[src/rtl/uart_tx_arbiter.sv]
// Round-robin arbiter sharing one UART transmitter among NREQ byte producers.
// Optional burst lock is compiled in with UART_ARB_LOCK_EN.
module uart_tx_arbiter #(
  parameter int NREQ    = 4,
  parameter int IDW     = 2,
  parameter int TIMEOUT = 64
) (
  input  logic              clk,
  input  logic              rst_n,
  input  logic [NREQ-1:0]   req,
  input  logic [8*NREQ-1:0] req_data,
  input  logic [NREQ-1:0]   req_lock,
  output logic [NREQ-1:0]   ack,
  output logic [7:0]        tx_data,
  output logic              tx_start,
  input  logic              tx_busy,
  output logic [IDW-1:0]    grant_id,
  output logic              busy,
  output logic              timeout_err,
  output logic [7:0]        err_cnt
);

  localparam int CW = $clog2(TIMEOUT);

  typedef enum logic [1:0] {IDLE, WAIT_BUSY, WAIT_DONE} state_t;

  state_t         state;
  logic [IDW-1:0] ptr;
  logic [CW-1:0]  cnt;
  logic [IDW-1:0] win;
  logic [IDW-1:0] next_ptr;
  logic           keep_ptr;

  // Scan from the far end down so the closest requester to ptr is written last.
  always_comb begin
    win = '0;
    for (int k = NREQ-1; k >= 0; k--) begin
      if (req[(int'(ptr) + k) % NREQ]) win = IDW'((int'(ptr) + k) % NREQ);
    end
  end

  assign next_ptr = (grant_id == IDW'(NREQ-1)) ? '0 : grant_id + 1'b1;

`ifdef UART_ARB_LOCK_EN
  logic lock_hold;

  // Captured at the ack edge; every new grant recaptures it, and the
  // timeout path advances ptr unconditionally, so no explicit clear is needed.
  always_ff @(posedge clk or negedge rst_n) begin
    if (!rst_n)                     lock_hold <= 1'b0;
    else if (state == IDLE && |req) lock_hold <= req_lock[win];
  end

  assign keep_ptr = lock_hold;
`else
  logic unused_lock;
  assign unused_lock = ^req_lock;
  assign keep_ptr    = 1'b0;
`endif

  always_ff @(posedge clk or negedge rst_n) begin
    if (!rst_n) begin
      state       <= IDLE;
      ptr         <= '0;
      cnt         <= '0;
      grant_id    <= '0;
      ack         <= '0;
      tx_data     <= 8'h00;
      tx_start    <= 1'b0;
      busy        <= 1'b0;
      timeout_err <= 1'b0;
      err_cnt     <= 8'h00;
    end else begin
      ack         <= '0;
      tx_start    <= 1'b0;
      timeout_err <= 1'b0;
      case (state)
        IDLE: begin
          if (|req) begin
            grant_id <= win;
            tx_data  <= req_data[8*win +: 8];
            tx_start <= 1'b1;
            ack      <= NREQ'(1) << win;
            cnt      <= '0;
            busy     <= 1'b1;
            state    <= WAIT_BUSY;
          end
        end
        WAIT_BUSY: begin
          if (tx_busy) begin
            state <= WAIT_DONE;
          end else if (cnt == CW'(TIMEOUT-1)) begin
            timeout_err <= 1'b1;
            if (err_cnt != 8'hFF) err_cnt <= err_cnt + 8'd1;
            ptr   <= next_ptr;
            busy  <= 1'b0;
            state <= IDLE;
          end else begin
            cnt <= cnt + 1'b1;
          end
        end
        WAIT_DONE: begin
          if (!tx_busy) begin
            ptr   <= keep_ptr ? grant_id : next_ptr;
            busy  <= 1'b0;
            state <= IDLE;
          end
        end
        default: state <= IDLE;
      endcase
    end
  end

endmodule

[config.mk]
export PLATFORM = sky130hd
export DESIGN_NAME = uart_tx_arbiter
export DESIGN_NICKNAME = d
export VERILOG_FILES = /design/src/rtl/uart_tx_arbiter.sv
export SDC_FILE = /design/constraint.sdc
export NUM_CORES = 1
export LEC_CHECK = 0
export ABC_AREA = 1
export CAP_MARGIN = 10
export CORE_ASPECT_RATIO = 0.75
export CORE_MARGIN = 1
export CORE_UTILIZATION = 47
export DETAILED_ROUTE_END_ITERATION = 12
export HOLD_SLACK_MARGIN = 0.08
export PLACE_DENSITY = 0.84
export SLEW_MARGIN = 40
export SYNTH_ARGS = -nofsm -noshare
export SYNTH_HDL_FRONTEND = slang
export SYNTH_SLANG_ARGS = --single-unit
[constraint.sdc]
create_clock -name clk -period 2 [get_ports clk]
set_clock_uncertainty 0.05 [all_clocks]
set_input_delay 0.4 -clock clk [delete_from_list [all_inputs] [get_ports clk]]
set_output_delay 0.4 -clock clk [all_outputs]
set_load 0.01 [all_outputs]
==> results of run 1 <==
-- path summary, 6_finish.rpt --
check	startpoint	end	slack (ps)	depth (start not counted)
min reg2reg	tx_data[7]$_DFFE_PN0P_	tx_data[7]$_DFFE_PN0P_	430	2
max reg2reg	state[1]$_DFFE_PN0P_	err_cnt[7]$_DFFE_PN0P_	160	9
max in group asynchronous	rst_n	ptr[0]$_DFFE_PN0P_	1100	2
max	req[1]	ack[3]$_DFF_PN0_	130	12
min in group asynchronous	rst_n	cnt[4]$_DFFE_PN0P_	460	2
min	tx_data[7]$_DFFE_PN0P_	tx_data[7]$_DFFE_PN0P_	430	2
-- registers in the layout, indices dropped and copies added, names as in the netlist, 2 cells and up --
| name | flops |
|---|---|
| err_cnt | 8 |
| state | 2 |
| cnt | 6 |
| grant_id | 2 |
| tx_data | 8 |
| ptr | 2 |
| ack | 4 |
-- layout make-up --
cell class              instances  share of cell area, %
repair buffers                 83                   26.0
multi-input cells             194                   35.0
well taps                      57                   2.26
flip-flops and latches         35                   27.8
clock buffers                   7                   2.42
inverters                      53                   6.39
clock inverters                 1                  0.159
-- where the power goes --
group / internal, mW / leakage [nW] / switching (mW)
sequential: 0.942 / 0.455 / 0.207
clock: 0.244 / 0.0422 / 0.251
combinational: 1.37 / 1.13 / 1.66
total: 2.56 / 1.63 / 2.11
-- synthesized netlist by cell type, types with 2 or more instances --
master / n
inv_2: 4
o31ai_1: 2
o21ai_0: 5
xor2_1: 3
o21ai_2: 2
nand3_1: 43
nand3_2: 2
nand2_4: 3
nand3_4: 2
buf_6: 3
nand2_1: 73
inv_1: 48
xnor2_1: 5
nor3_1: 3
nand2_2: 12
a21oi_1: 7
ha_1: 7
nand4_1: 4
nor2_1: 11
dfrtp_1: 35
-- layer usage --
metal	wire length, um	vias up	global-route usage, %
met5	0	-	0
met4	39	0	6.12
met3	214	6	4.44
met2	2210	55	33.1
met1	2440	936	28.7
li1	-	1071	-
-- cell families (layout without fill, tap and decap cells) --
group | Yosys count | count (layout) | synth area share (%)
compound gates | 18 | 18 | 4.86
buf+inv | 60 | 144 | 12.3
fa+ha+maj | 7 | 7 | 3.95
xor+xnor | 8 | 8 | 3.16
flops | 35 | 35 | 39.5
simple gates | 160 | 161 | 36.3
-- through the flow --
step	setup TNS, ps	std cells	util [%]	setup slack [ps]	instance area, um^2
floorplan	0	288	-	290	2220
global placement	-1220	420	67.4	-123	3030
detailed placement	-2090	420	67.4	-182	3030
CTS	0	428	69.2	88.2	3110
global route	-0.0768	430	70.2	-0.0768	3150
finish	0	430	70.2	126	3150
-- worst reg2reg max path, delay by kind of cell, from the launching register on --
family | cells | cell delay, ps
AND/OR/NAND/NOR | 3 | 490
flip-flops | 1 | 420
buffers and inverters | 3 | 300
adder cells (fa/ha/maj) | 1 | 240
XOR/XNOR | 1 | 140
AO/OA/AOI/OAI | 1 | 80
-- what timing repair did --
item                       4_1_cts  5_1_grt
hold endpoints to repair         0        0
resized for setup                0        6
buffers inserted                 0        1
setup endpoints to repair        0       13
==> impl_metrics.env, run 1 <==
export IMPL_finalSetupViolations=0
export IMPL_insertion_delay_ps=280
export IMPL_outcome="complete, no violations"
export IMPL_core_area_um2=4490
export IMPL_synth_nets=338
export IMPL_drt_initial_drc_count=79
export IMPL_clk_pin_slew_ps=70
export IMPL_worst_pin_slew_ps=439
export IMPL_fillCellCount=362
export IMPL_start_util_pct=49.3
export IMPL_critPathSlowestCell="clkdlybuf4s50_1"
export IMPL_drive_gt1_share_pct=16.6
export IMPL_dieHeight_um=61.5
export IMPL_critPathMaxStageDelay_ps=500
export IMPL_ir_drop_v=0.000906
export IMPL_place_congestion=0.841
export IMPL_ys_types=34
export IMPL_synth_top_cell_area_share_pct=39.5
export IMPL_path_cells="clkdlybuf4s50_1 > inv_1 > nand2_2 > nand3_2 > nand2_2 > nand3_4 > nand2_4 > nand2_8 > nand2_4 > buf_4 > nand2_1 > nor2_1"
export IMPL_grt_max_degree=36
export IMPL_cts_root_buffer="clkbuf_8"
export IMPL_hold_buffers=0
export IMPL_cts_made_buffers=5
export IMPL_syn_avg_cell_area_um2=7.69
export IMPL_ys_top_cells_by_area="dfrtp_1 (40%), nand2_1 (12%), nand3_1 (9.7%)"
export IMPL_whs_ps=435
export IMPL_drt_wl_total_mm=4.91
export IMPL_fin_nets=422
export IMPL_synth_cells=288
export IMPL_cts_sinks=35
export IMPL_ys_seq_elements=35
export IMPL_wl_per_cell_um=11.4
export IMPL_grt_ovfl_total=0
export IMPL_final_max_slew_viol_count=0
export IMPL_final_common_cell="nand2_1"
export IMPL_required_ps=2160
export IMPL_cts_max_path_buffers=2
export IMPL_cts_tree="done"
export IMPL_min_period_ps=1870
export IMPL_placement_io_buffers=63
export IMPL_htreeDepth=2
export IMPL_seq_area_um2=877
export IMPL_finalPower_mw=4.67
export IMPL_critPathKind="input port to register"
export IMPL_yosysWarnings=0
export IMPL_maxCapViolCount=0
export IMPL_syn_cell_area_um2=2220
export IMPL_syn2layout_area_growth_pct=42.3
export IMPL_grtUsageTotal_pct=20.8
export IMPL_maxSlewHeadroom_pct=70.8
export IMPL_powerDensity_nw_per_um2=1480
export IMPL_yosysSeqAreaShare_pct=39.5
export IMPL_synth_area_leader_cell="dfrtp_1"
export IMPL_endpoint_kind="register"
export IMPL_drt_pass1_iter_count=4
export IMPL_route_detailed_drc=0
export IMPL_setup_worst_path_start_class="input port"
export IMPL_postSynth_topFlopCell="dfrtp_1"
export IMPL_ys_async_sr_fraction_pct=100
export IMPL_cpLargestDelayFamily="simple AND/OR/NAND/NOR gates"
export IMPL_grt_pass1_wl_mm=7.95
export IMPL_multiInputGateArea_um2=1100
export IMPL_antennaDiodeCount=0
export IMPL_vias=2068
export IMPL_fin_crit_sh_pct=93.7
export IMPL_final_cell_mix="nand2_1 (73), clkdlybuf4s50_1 (63), inv_1 (48)"
export IMPL_viasPerCell=4.81
export IMPL_ant_nets=0
export IMPL_std_cell_rows=21
export IMPL_fmax_ghz=0.534
export IMPL_hold_violations=0
export IMPL_p_leak_nw=1.63
export IMPL_antenna_found_initial=0
export IMPL_crit_path_max_fanout=8
export IMPL_cp_buffers_inverters=3
export IMPL_fp_dieW_um=81.3
export IMPL_dpl_hpwl_mm=3.74
export IMPL_ios=68
export IMPL_dieArea_um2=5000
export IMPL_synth_edf_count=0
export IMPL_hold_path_class="register to register"
export IMPL_grt_pass1_vias=1852
export IMPL_arrival_ps=2040
Note: power is estimated with default switching activity, not from simulation.
==> run 2, diff against run 1 <==
--- a/config.mk
+++ b/config.mk
@@ -6,8 +6,7 @@
 export NUM_CORES = 1
 export LEC_CHECK = 0
 export ABC_AREA = 1
-export CAP_MARGIN = 10
-export CORE_ASPECT_RATIO = 0.75
+export CORE_ASPECT_RATIO = 1.25
 export CORE_MARGIN = 1
 export CORE_UTILIZATION = 47
 export DETAILED_ROUTE_END_ITERATION = 12
==> run 2 against run 1 <==
Net effect: power is 2.8% lower; non-clock buffer count is 3 lower; hold slack gained 1.6 ps; sequential share of layout area is 0.32 points higher; clock power hardly changed; first-iteration DRC count rose by 59%; clock-buffer cell count is the same; utilization shrank 0.28 points; maximum frequency is 0.35% lower; critical endpoint is now tx_data[6]$_DFFE_PN0P_; largest cell class unchanged.
==> impl_metrics.env, run 2 (synthesized netlist as in run 1, its figures left out) <==
export IMPL_cts_tree="done"
export IMPL_drt_wl_total_mm=4.83
export IMPL_start_util_pct=49.7
export IMPL_final_cell_mix="nand2_1 (73), clkdlybuf4s50_1 (62), inv_1 (48)"
export IMPL_vias=2114
export IMPL_std_cell_rows=27
export IMPL_cp_buffers_inverters=2
export IMPL_crit_path_max_fanout=18
export IMPL_clockPowerShare_pct=10.9
export IMPL_reg2reg_depth=8
export IMPL_fillCellCount=367
export IMPL_grt_ovfl_total=0
export IMPL_endpoint_kind="register"
export IMPL_drive_gt1_share_pct=15.2
export IMPL_fmax_ghz=0.532
export IMPL_timing_final_ws_setup_ps=119
export IMPL_largestRegisters="err_cnt x8, tx_data x8, cnt x6"
export IMPL_clk_pin_slew_ps=70
export IMPL_internal_power_mw=2.52
export IMPL_pre_cts_slack_ps=-172
export IMPL_p_leak_nw=1.61
export IMPL_busiest_layer="met2"
export IMPL_swShare_pct=44.6
export IMPL_critPathKind="input port to register"
export IMPL_drt_initial_drc_count=126
export IMPL_ios=68
export IMPL_fin_crit_sh_pct=94.0
export IMPL_use_met1_pct=23.8
export IMPL_critPathSlowestCell="clkdlybuf4s50_1"
export IMPL_fp_dieW_um=63.4
export IMPL_htreeDepth=2
export IMPL_grtUsageTotal_pct=20.5
export IMPL_critPathMaxStageDelay_ps=440
export IMPL_core_area_um2=4460
export IMPL_antenna_found_initial=0
export IMPL_cts_made_buffers=5
export IMPL_grt_pass1_wl_mm=8.02
export IMPL_hold_violations=0
export IMPL_r2r_start="state[1]$_DFFE_PN0P_"
export IMPL_ant_nets=0
export IMPL_ir_drop_v=0.00122
export IMPL_placed_cell_area_um2=3010
export IMPL_crit_cells=13
export IMPL_rrSetupSlack_ps=130
export IMPL_p_sw_mw=2.02
export IMPL_dieArea_um2=5000
export IMPL_cts_root_buffer="clkbuf_8"
export IMPL_cts_sinks=35
export IMPL_endpoint="tx_data[6]$_DFFE_PN0P_"
export IMPL_r2r_end="err_cnt[7]$_DFFE_PN0P_"
export IMPL_min_period_ps=1880
export IMPL_path_cells="clkdlybuf4s50_1 > inv_1 > nand2_1 > nand3_1 > nand2_2 > nand3_4 > nand3_4 > nand2_8 > nand2_1 > nand3_1 > nand2_1 > nand2_1 > nand2_1"
export IMPL_syn2layout_area_growth_pct=40.7
export IMPL_whs_ps=436
export IMPL_hold_path_class="register to register"
export IMPL_cpLargestDelayFamily="simple AND/OR/NAND/NOR gates"
export IMPL_grt_max_degree=36
export IMPL_viasPerCell=4.95
export IMPL_dpl_hpwl_mm=3.68
export IMPL_fin_area_um2=3120
export IMPL_maxCapViolCount=0
export IMPL_place_congestion=0.834
export IMPL_setup_worst_path_start_class="input port"
export IMPL_fin_nets=418
export IMPL_rsz0062_at_grt="yes"
export IMPL_wl_per_cell_um=11.3
export IMPL_grt_use_met2_pct=35.7
export IMPL_grt_pass1_vias=1866
export IMPL_dieHeight_um=78.8
export IMPL_required_ps=2130
export IMPL_use_met3_pct=5.32
export IMPL_fin_tns_setup_ps=0
export IMPL_placement_io_buffers=63
export IMPL_crit_top_cell="nand2_1"
export IMPL_worst_pin_slew_ps=424
export IMPL_finalPower_mw=4.54
export IMPL_cts_max_path_buffers=2
export IMPL_outcome="complete, no violations"
export IMPL_final_common_cell="nand2_1"
export IMPL_drt_pass1_iter_count=4
export IMPL_finalSetupViolations=0
export IMPL_route_detailed_drc=0
export IMPL_maxSlewHeadroom_pct=71.7
export IMPL_antennaDiodeCount=0
export IMPL_insertion_delay_ps=290
export IMPL_seqPwrFrac_pct=25.1
export IMPL_crit_start="req[3]"
export IMPL_combPwrFrac_pct=64.0
export IMPL_arrival_ps=2010
export IMPL_final_max_slew_viol_count=0
export IMPL_powerDensity_nw_per_um2=1460
==> run 2: changes by cell type in the layout (fill, tap and decap cells not counted), sizes merged <==
cell | previous run | this run
dlygate4sd3 | 0 | 1
clkdlybuf4s50 | 63 | 62
buf | 20 | 17
nand2 | 90 | 89
==> run 2: repair_timing <==
item / in CTS / in global routing
endpoints found under the hold margin: 0 / 35
endpoints found under the setup margin: 0 / 14
buffers inserted: 0 / 0
gates resized for setup: 0 / 3
hold buffers: 0 / 1
==> run 2: metrics by stage <==
| step | std cells | util, % |
|---|---|---|
| 6_report | 427 | 69.9 |
| 5_1_grt | 427 | 69.9 |
| 4_1_cts | 426 | 69.4 |
| 3_5_place_dp | 418 | 67.6 |
| 3_3_place_gp | 418 | 67.6 |
| 2_1_floorplan | 288 | - |
==> run 2: power by group through the flow <==
stage / registers, mW / logic (mW) / clock network [mW]
detailed placement: 1.14 / 2.89 / 0
finish: 1.14 / 2.90 / 0.494
floorplan: 1.14 / 1.93 / 0
CTS: 1.13 / 2.90 / 0.516
global placement: 1.15 / 2.80 / 0
global route: 1.17 / 3.22 / 0.538
==> run 2: cell type report <==
class | instances | area [um^2] | share of cell area (%)
multi-input combinational | 193 | 1080 | 34.5
sequential | 35 | 877 | 28.1
timing repair buffer | 80 | 808 | 25.9
inverter | 53 | 201 | 6.46
clock buffer | 7 | 76.3 | 2.45
tap | 58 | 72.6 | 2.33
clock inverter | 1 | 5.00 | 0.161
==> run 2: how the worst min path moves through the flow <==
stage                                      start                endpoint  slack [ps]  cells after the start
after floorplan                            rst_n        ack[0]$_DFF_PN0_          50                      0
after global placement    tx_data[7]$_DFFE_PN0P_  tx_data[7]$_DFFE_PN0P_         410                      2
after detailed placement  tx_data[4]$_DFFE_PN0P_  tx_data[4]$_DFFE_PN0P_         420                      2
after CTS                                  rst_n      cnt[4]$_DFFE_PN0P_         140                      1
after global routing      tx_data[4]$_DFFE_PN0P_  tx_data[4]$_DFFE_PN0P_         450                      2
final                     tx_data[4]$_DFFE_PN0P_  tx_data[4]$_DFFE_PN0P_         440                      2
==> run 2: worst register-to-register path, cell delays in order (launching register included) <==
cell	delay, ps
dfrtp_1	420
inv_1	100
ha_2	240
inv_2	50
nor4_2	340
o21ai_2	150
nor2_2	140
nand4_1	130
xnor2_1	150
==> run 2: per-layer routing <==
layer / wire [um] / vias to the layer above
met5: 0 / -
met4: 72 / 0
met3: 315 / 8
met2: 2560 / 81
met1: 1880 / 961
li1: - / 1064
==> run 3, diff against run 2 <==
--- a/config.mk
+++ b/config.mk
@@ -11,7 +11,7 @@
 export CORE_UTILIZATION = 47
 export DETAILED_ROUTE_END_ITERATION = 12
 export HOLD_SLACK_MARGIN = 0.08
-export PLACE_DENSITY = 0.84
+export PLACE_DENSITY_LB_ADDON = 0.05
 export SLEW_MARGIN = 40
 export SYNTH_ARGS = -nofsm -noshare
 export SYNTH_HDL_FRONTEND = slang
==> run 3 against run 2 <==
Net effect: hold slack lost 4.6 ps; sequential share of layout area shrank 0.090 points; utilization up 0.22 points; first-iteration DRC count decreased by 29%; critical path depth up 1; clock power shrank 3%; global-route usage shrank 1.5 points; non-clock buffer count unchanged; routed wire length fell by 6.6%; largest power group unchanged.
==> impl_metrics.env, run 3 (synthesized netlist as in run 1, its figures left out) <==
export IMPL_fin_tns_setup_ps=0
export IMPL_final_instance_count_excl_fill=427
export IMPL_route_detailed_drc=0
export IMPL_maxSlewHeadroom_pct=77.6
export IMPL_vias=2025
export IMPL_antenna_found_initial=0
export IMPL_dieArea_um2=5000
export IMPL_crit_path_max_fanout=18
export IMPL_dieHeight_um=78.8
export IMPL_grt_ovfl_total=0
export IMPL_min_period_ps=1840
export IMPL_setup_worst_path_start_class="input port"
export IMPL_timing_final_ws_setup_ps=155
export IMPL_final_cell_mix="nand2_1 (73), clkdlybuf4s50_1 (62), inv_1 (48)"
export IMPL_required_ps=2120
export IMPL_utilization_pct=70.1
export IMPL_grt_pass1_vias=1802
export IMPL_fin_crit_sh_pct=92.2
export IMPL_insertion_delay_ps=280
export IMPL_placement_io_buffers=63
export IMPL_wl_per_cell_um=10.6
export IMPL_cts_max_path_buffers=2
export IMPL_endpoint_kind="register"
export IMPL_fin_area_um2=3130
export IMPL_hold_violations=0
export IMPL_core_area_um2=4460
export IMPL_dpl_hpwl_mm=3.51
export IMPL_syn2layout_area_growth_pct=41.1
export IMPL_grtUsageTotal_pct=19.0
export IMPL_cts_root_buffer="clkbuf_8"
export IMPL_fmax_ghz=0.542
export IMPL_finalSetupViolations=0
export IMPL_maxCapViolCount=0
export IMPL_drive_gt1_share_pct=16.0
export IMPL_final_common_cell="nand2_1"
export IMPL_pre_cts_slack_ps=-150
export IMPL_antennaDiodeCount=0
export IMPL_drt_wl_total_mm=4.51
export IMPL_fp_dieW_um=63.4
export IMPL_place_congestion=0.789
export IMPL_critPathKind="input port to register"
export IMPL_outcome="complete, no violations"
export IMPL_std_cell_rows=27
export IMPL_rsz0062_at_grt="yes"
export IMPL_finalPower_mw=4.47
export IMPL_arrival_ps=1970
export IMPL_worst_pin_slew_ps=333
export IMPL_final_max_slew_viol_count=0
export IMPL_viasPerCell=4.74
export IMPL_grt_pass1_wl_mm=7.67
export IMPL_cts_sinks=35
export IMPL_largestRegisters="err_cnt x8, tx_data x8, cnt x6"
export IMPL_hold_path_class="register to register"
export IMPL_cts_tree="done"
export IMPL_powerDensity_nw_per_um2=1430
export IMPL_cts_made_buffers=5
export IMPL_p_leak_nw=1.61
export IMPL_rrSetupSlack_ps=160
export IMPL_post_cts_buffers=0
export IMPL_htreeDepth=2
export IMPL_ios=68
export IMPL_grt_max_degree=36
export IMPL_start_util_pct=49.7
export IMPL_dp_cells=418
export IMPL_whs_ps=432
export IMPL_drt_initial_drc_count=90
export IMPL_placed_cell_area_um2=3010
export IMPL_drt_pass1_iter_count=4
export IMPL_clk_pin_slew_ps=70
export IMPL_fin_nets=418
export IMPL_ant_nets=0
export IMPL_ir_drop_v=0.00145
-- run 3: cell type report --
| cell class | count | area, um^2 |
|---|---|---|
| clock buffer | 7 | 76.3 |
| tap | 58 | 72.6 |
| multi-input combinational | 193 | 1090 |
| fill | 393 | 1330 |
| sequential | 35 | 877 |
| inverter | 53 | 201 |
| clock inverter | 1 | 5.00 |
| timing repair buffer | 80 | 806 |
-- run 3: per-layer routing --
| metal | global-route usage [%] | routed length, um | share of wire, % | up-vias |
|---|---|---|---|---|
| met4 | 5.68 | 55 | 1.2 | 0 |
| li1 | - | - | - | 1061 |
| met1 | 23.0 | 1950 | 43 | 909 |
| met5 | 0 | 0 | 0 | - |
| met2 | 33.6 | 2310 | 51 | 51 |
| met3 | 3.74 | 194 | 4.3 | 4 |
-- run 3: power breakdown --
group,switching (mW),leakage [nW],internal (mW)
Clock,0.236,0.0422,0.244
Combinational,1.57,1.12,1.29
Sequential,0.192,0.455,0.943
-- run 3: final timing paths --
check                                  startpoint                      to  cells past startpoint
max                                        req[3]  tx_data[5]$_DFFE_PN0P_                     14
min                        tx_data[7]$_DFFE_PN0P_  tx_data[7]$_DFFE_PN0P_                      2
max reg2reg                  state[1]$_DFFE_PN0P_  err_cnt[7]$_DFFE_PN0P_                      8
min reg2reg                tx_data[7]$_DFFE_PN0P_  tx_data[7]$_DFFE_PN0P_                      2
max in group asynchronous                   rst_n  err_cnt[2]$_DFFE_PN0P_                      3
min in group asynchronous                   rst_n      cnt[1]$_DFFE_PN0P_                      3
-- run 3: worst max-delay path, cell delays in order --
cell and delay, ps:
clkdlybuf4s50_1 490, inv_1 80, nand2_1 90, nand3_1 110
nand2_2 90, nand3_4 90, nand2_4 70, nand2_4 70
nand2_8 150, nand2_1 80, nand3_1 80, nand2_1 60
nand2_1 50, nand2_1 40
-- run 3: repair_timing --
action | in CTS | in global routing
gates resized for setup | 0 | 6
setup endpoints to repair | 0 | 14
hold buffers | 1 | 0
endpoints found under the hold margin | 35 | 0
==> RTL edit: new RTL, flow settings as in run 2 <==
Re-encode `state_t` (3 states) as one-hot, 3 bits wide.
--- a/src/rtl/uart_tx_arbiter.sv
+++ b/src/rtl/uart_tx_arbiter.sv
@@ -23,5 +23,5 @@
   localparam int CW = $clog2(TIMEOUT);
 
-  typedef enum logic [1:0] {IDLE, WAIT_BUSY, WAIT_DONE} state_t;
+  typedef enum logic [2:0] {IDLE = 3'b001, WAIT_BUSY = 3'b010, WAIT_DONE = 3'b100} state_t;
 
   state_t         state;
Function: same outputs for any inputs over 4 cycles, from zero or initial values and one cycle with rst_n low; so few cycles prove little.
==> RTL edit against run 2 <==
Setup slack got worse by 0.011 ns; final cell count up 0.94%; routed wire length decreased by 5.3%; critical path depth is 2 lower; sequential cell count grew 1; count of clock-buffer cells in the layout is 2 lower; synthesized area down 2.8%; hold slack worse by 0.0049 ns; design area shrank 2.3%; maximum frequency is 0.56% lower; power down 6.1%; critical path type is now reg2reg; largest cell class unchanged; highest routed layer unchanged.
==> RTL edit: results (changes against run 2) <==
drt_wl_total_um: 4570  # -5.3%
arrival_ns: 2.02
path_clk_slew_ns: 0.07  # about the same
r2r_setup_slack_ns: 0.11  # -0.02 ns
worstHoldStart: "tx_data[2]$_DFFE_PN0P_"
hold_path_depth: 2  # unchanged
grt_pass1_wl_um: 7690  # -4.1%
cp_slowest_cell: "dfrtp_1"
clk_path_buf_depth: 2  # unchanged
grtUsageMet1_pct: 21.1  # -2.6 points
slew_headroom_pct: 71.2  # -0.50 points
slowest_delay_ns: 0.42  # -0.02 ns
ys.warnings.count: 0  # unchanged
root_buffer: "clkbuf_8"
vias: 2052  # -2.9%
grt.total_usage_pct: 20.1  # -0.35 points
top_regs: "err_cnt: 8 flops, tx_data: 8 flops, cnt: 6 flops"
dp.cells: 422  # +0.96%
crit_path_max_fanout: 4  # -14
leakage_nw: 1.64  # +1.3%
synth_top_cells_by_count: "nand2_1, inv_1, nand3_1"
synth_area_leaders: "dfrtp_1, nand2_1, nand3_1, inv_1, nor2_1"
vdd_ir_drop_max_uv: 1150  # -5.1%
r2r_end: "cnt[4]$_DFFE_PN0P_"
antenna_found_initial: 0  # unchanged
holdWs_ns: 0.432  # -0.00493 ns
drt_iter0_drc: 86  # -32%
min_period_ns: 1.89  # +0.0106 ns
setup_tns_ns: 0  # unchanged
synth.distinct_cells: 33  # -2.9%
postSynth.asyncResetShare_pct: 100  # unchanged
h-tree-depth: 2  # unchanged
clk_latency_ns: 0.29  # about the same
syn_area_per_cell_um2: 7.38  # -4.1%
syn_nets: 338  # unchanged
diodes: 0  # unchanged
r2r-start: "cnt[0]$_DFFE_PN0P_"
dpl.hpwl_um: 3600  # -2.2%
status: "finished clean"
final_layout_size_suffix_gt1_share_pct: 13.4  # -1.8 points
seq_area_frac_synth_pct: 41.9  # +2.3 points
place_ws_ns: -0.162  # +0.00937 ns
netSwitchingPower_mw: 1.86  # -7.9%
hold_end: "tx_data[2]$_DFFE_PN0P_"
grt_use_met2_pct: 37.2  # +1.4 points
wire_per_inst_um: 10.6  # -6.2%
hp-class: "reg2reg"
cts_buffers: 5  # unchanged
first_global_vias: 1931  # +3.5%
grt.met3_usage_pct: 3.38  # -1.9 points
io_buffers: 63  # unchanged
r2r_cells: 11  # +3
gp_congestion: 0.883  # +5.9%
synth_flop_cell: "dfrtp_1"
grt_max_degree: 37  # +2.8%
dr.pass1.iters: 4  # unchanged
[RTL edit: cell count changes after synthesis, sizes merged, moves of 2 or more]
cell	run 2	this run
a21oi	7	5
ha	7	3
nand2	89	94
nand4	4	0
nor2	12	23
o21ai	8	6
[RTL edit: cell families after synthesis]
family / synth area share (%)
AND/OR/NAND/NOR: 36.9
buffers and inverters: 12.4
flip-flops: 41.9
AO/OA/AOI/OAI: 3.72
XOR/XNOR: 2.85
adder cells (fa/ha/maj): 1.74
multiplexers: 0.523
[RTL edit: how the worst max path moves through the flow]
| stage | start | endpoint |
|---|---|---|
| final | cnt[0]$_DFFE_PN0P_ | cnt[4]$_DFFE_PN0P_ |
| after global routing | cnt[0]$_DFFE_PN0P_ | cnt[5]$_DFFE_PN0P_ |
| after CTS | cnt[0]$_DFFE_PN0P_ | cnt[4]$_DFFE_PN0P_ |
| after detailed placement | req[1] | tx_data[6]$_DFFE_PN0P_ |
| after floorplan | cnt[0]$_DFFE_PN0P_ | cnt[4]$_DFFE_PN0P_ |
| after global placement | req[1] | tx_data[7]$_DFFE_PN0P_ |
[RTL edit: power groups by stage]
stage | clock network [mW] | logic, mW | registers [mW]
2_1_floorplan | 0 | 1.71 | 1.16
3_5_place_dp | 0 | 2.60 | 1.15
4_1_cts | 0.519 | 2.62 | 1.14
3_3_place_gp | 0 | 2.54 | 1.14
5_1_grt | 0.542 | 2.91 | 1.17
6_report | 0.502 | 2.61 | 1.15
[RTL edit: final cells by class]
type                            instances  area (µm²)
Timing Repair Buffer                   80         783
Tap cell                               58        72.6
Inverter                               53         201
Multi-Input combinational cell        196         996
Fill cell                             380        1350
Clock inverter                          3        18.8
Clock buffer                            5        68.8
Sequential cell                        36         903
[RTL edit: layer usage]
metal | part of all wire [%] | vias to the layer above
met2 | 55 | 62
met4 | 1.2 | 0
met1 | 40 | 925
met3 | 4.3 | 4
met5 | 0 | -
li1 | - | 1061
[RTL edit: per-stage QoR]
| step | utilization (%) | total power, mW | area (µm²) |
|---|---|---|---|
| global placement | 66.8 | 3.68 | 2930 |
| floorplan | - | 2.87 | 2150 |
| detailed placement | 66.8 | 3.75 | 2930 |
| global route | 69.3 | 4.63 | 3040 |
| finish | 69.3 | 4.26 | 3040 |
| CTS | 68.7 | 4.27 | 3020 |
[RTL edit: worst max-delay path, delay by kind of cell, from the launching register on]
kind,cells,cell delay (ns)
DFF,1,0.42
and+or+nand+nor,5,0.58
AOI/OAI and AO/OA,2,0.22
buffers and inverters,3,0.28
adders and majority gates,1,0.22
[RTL edit: timing repair]
action / in CTS / in global routing
endpoints found under the setup margin: 0 / 6
resized for setup: 0 / 4
buffers inserted: 0 / 0
hold buffers: 0 / 1
hold endpoints to repair: 0 / 35
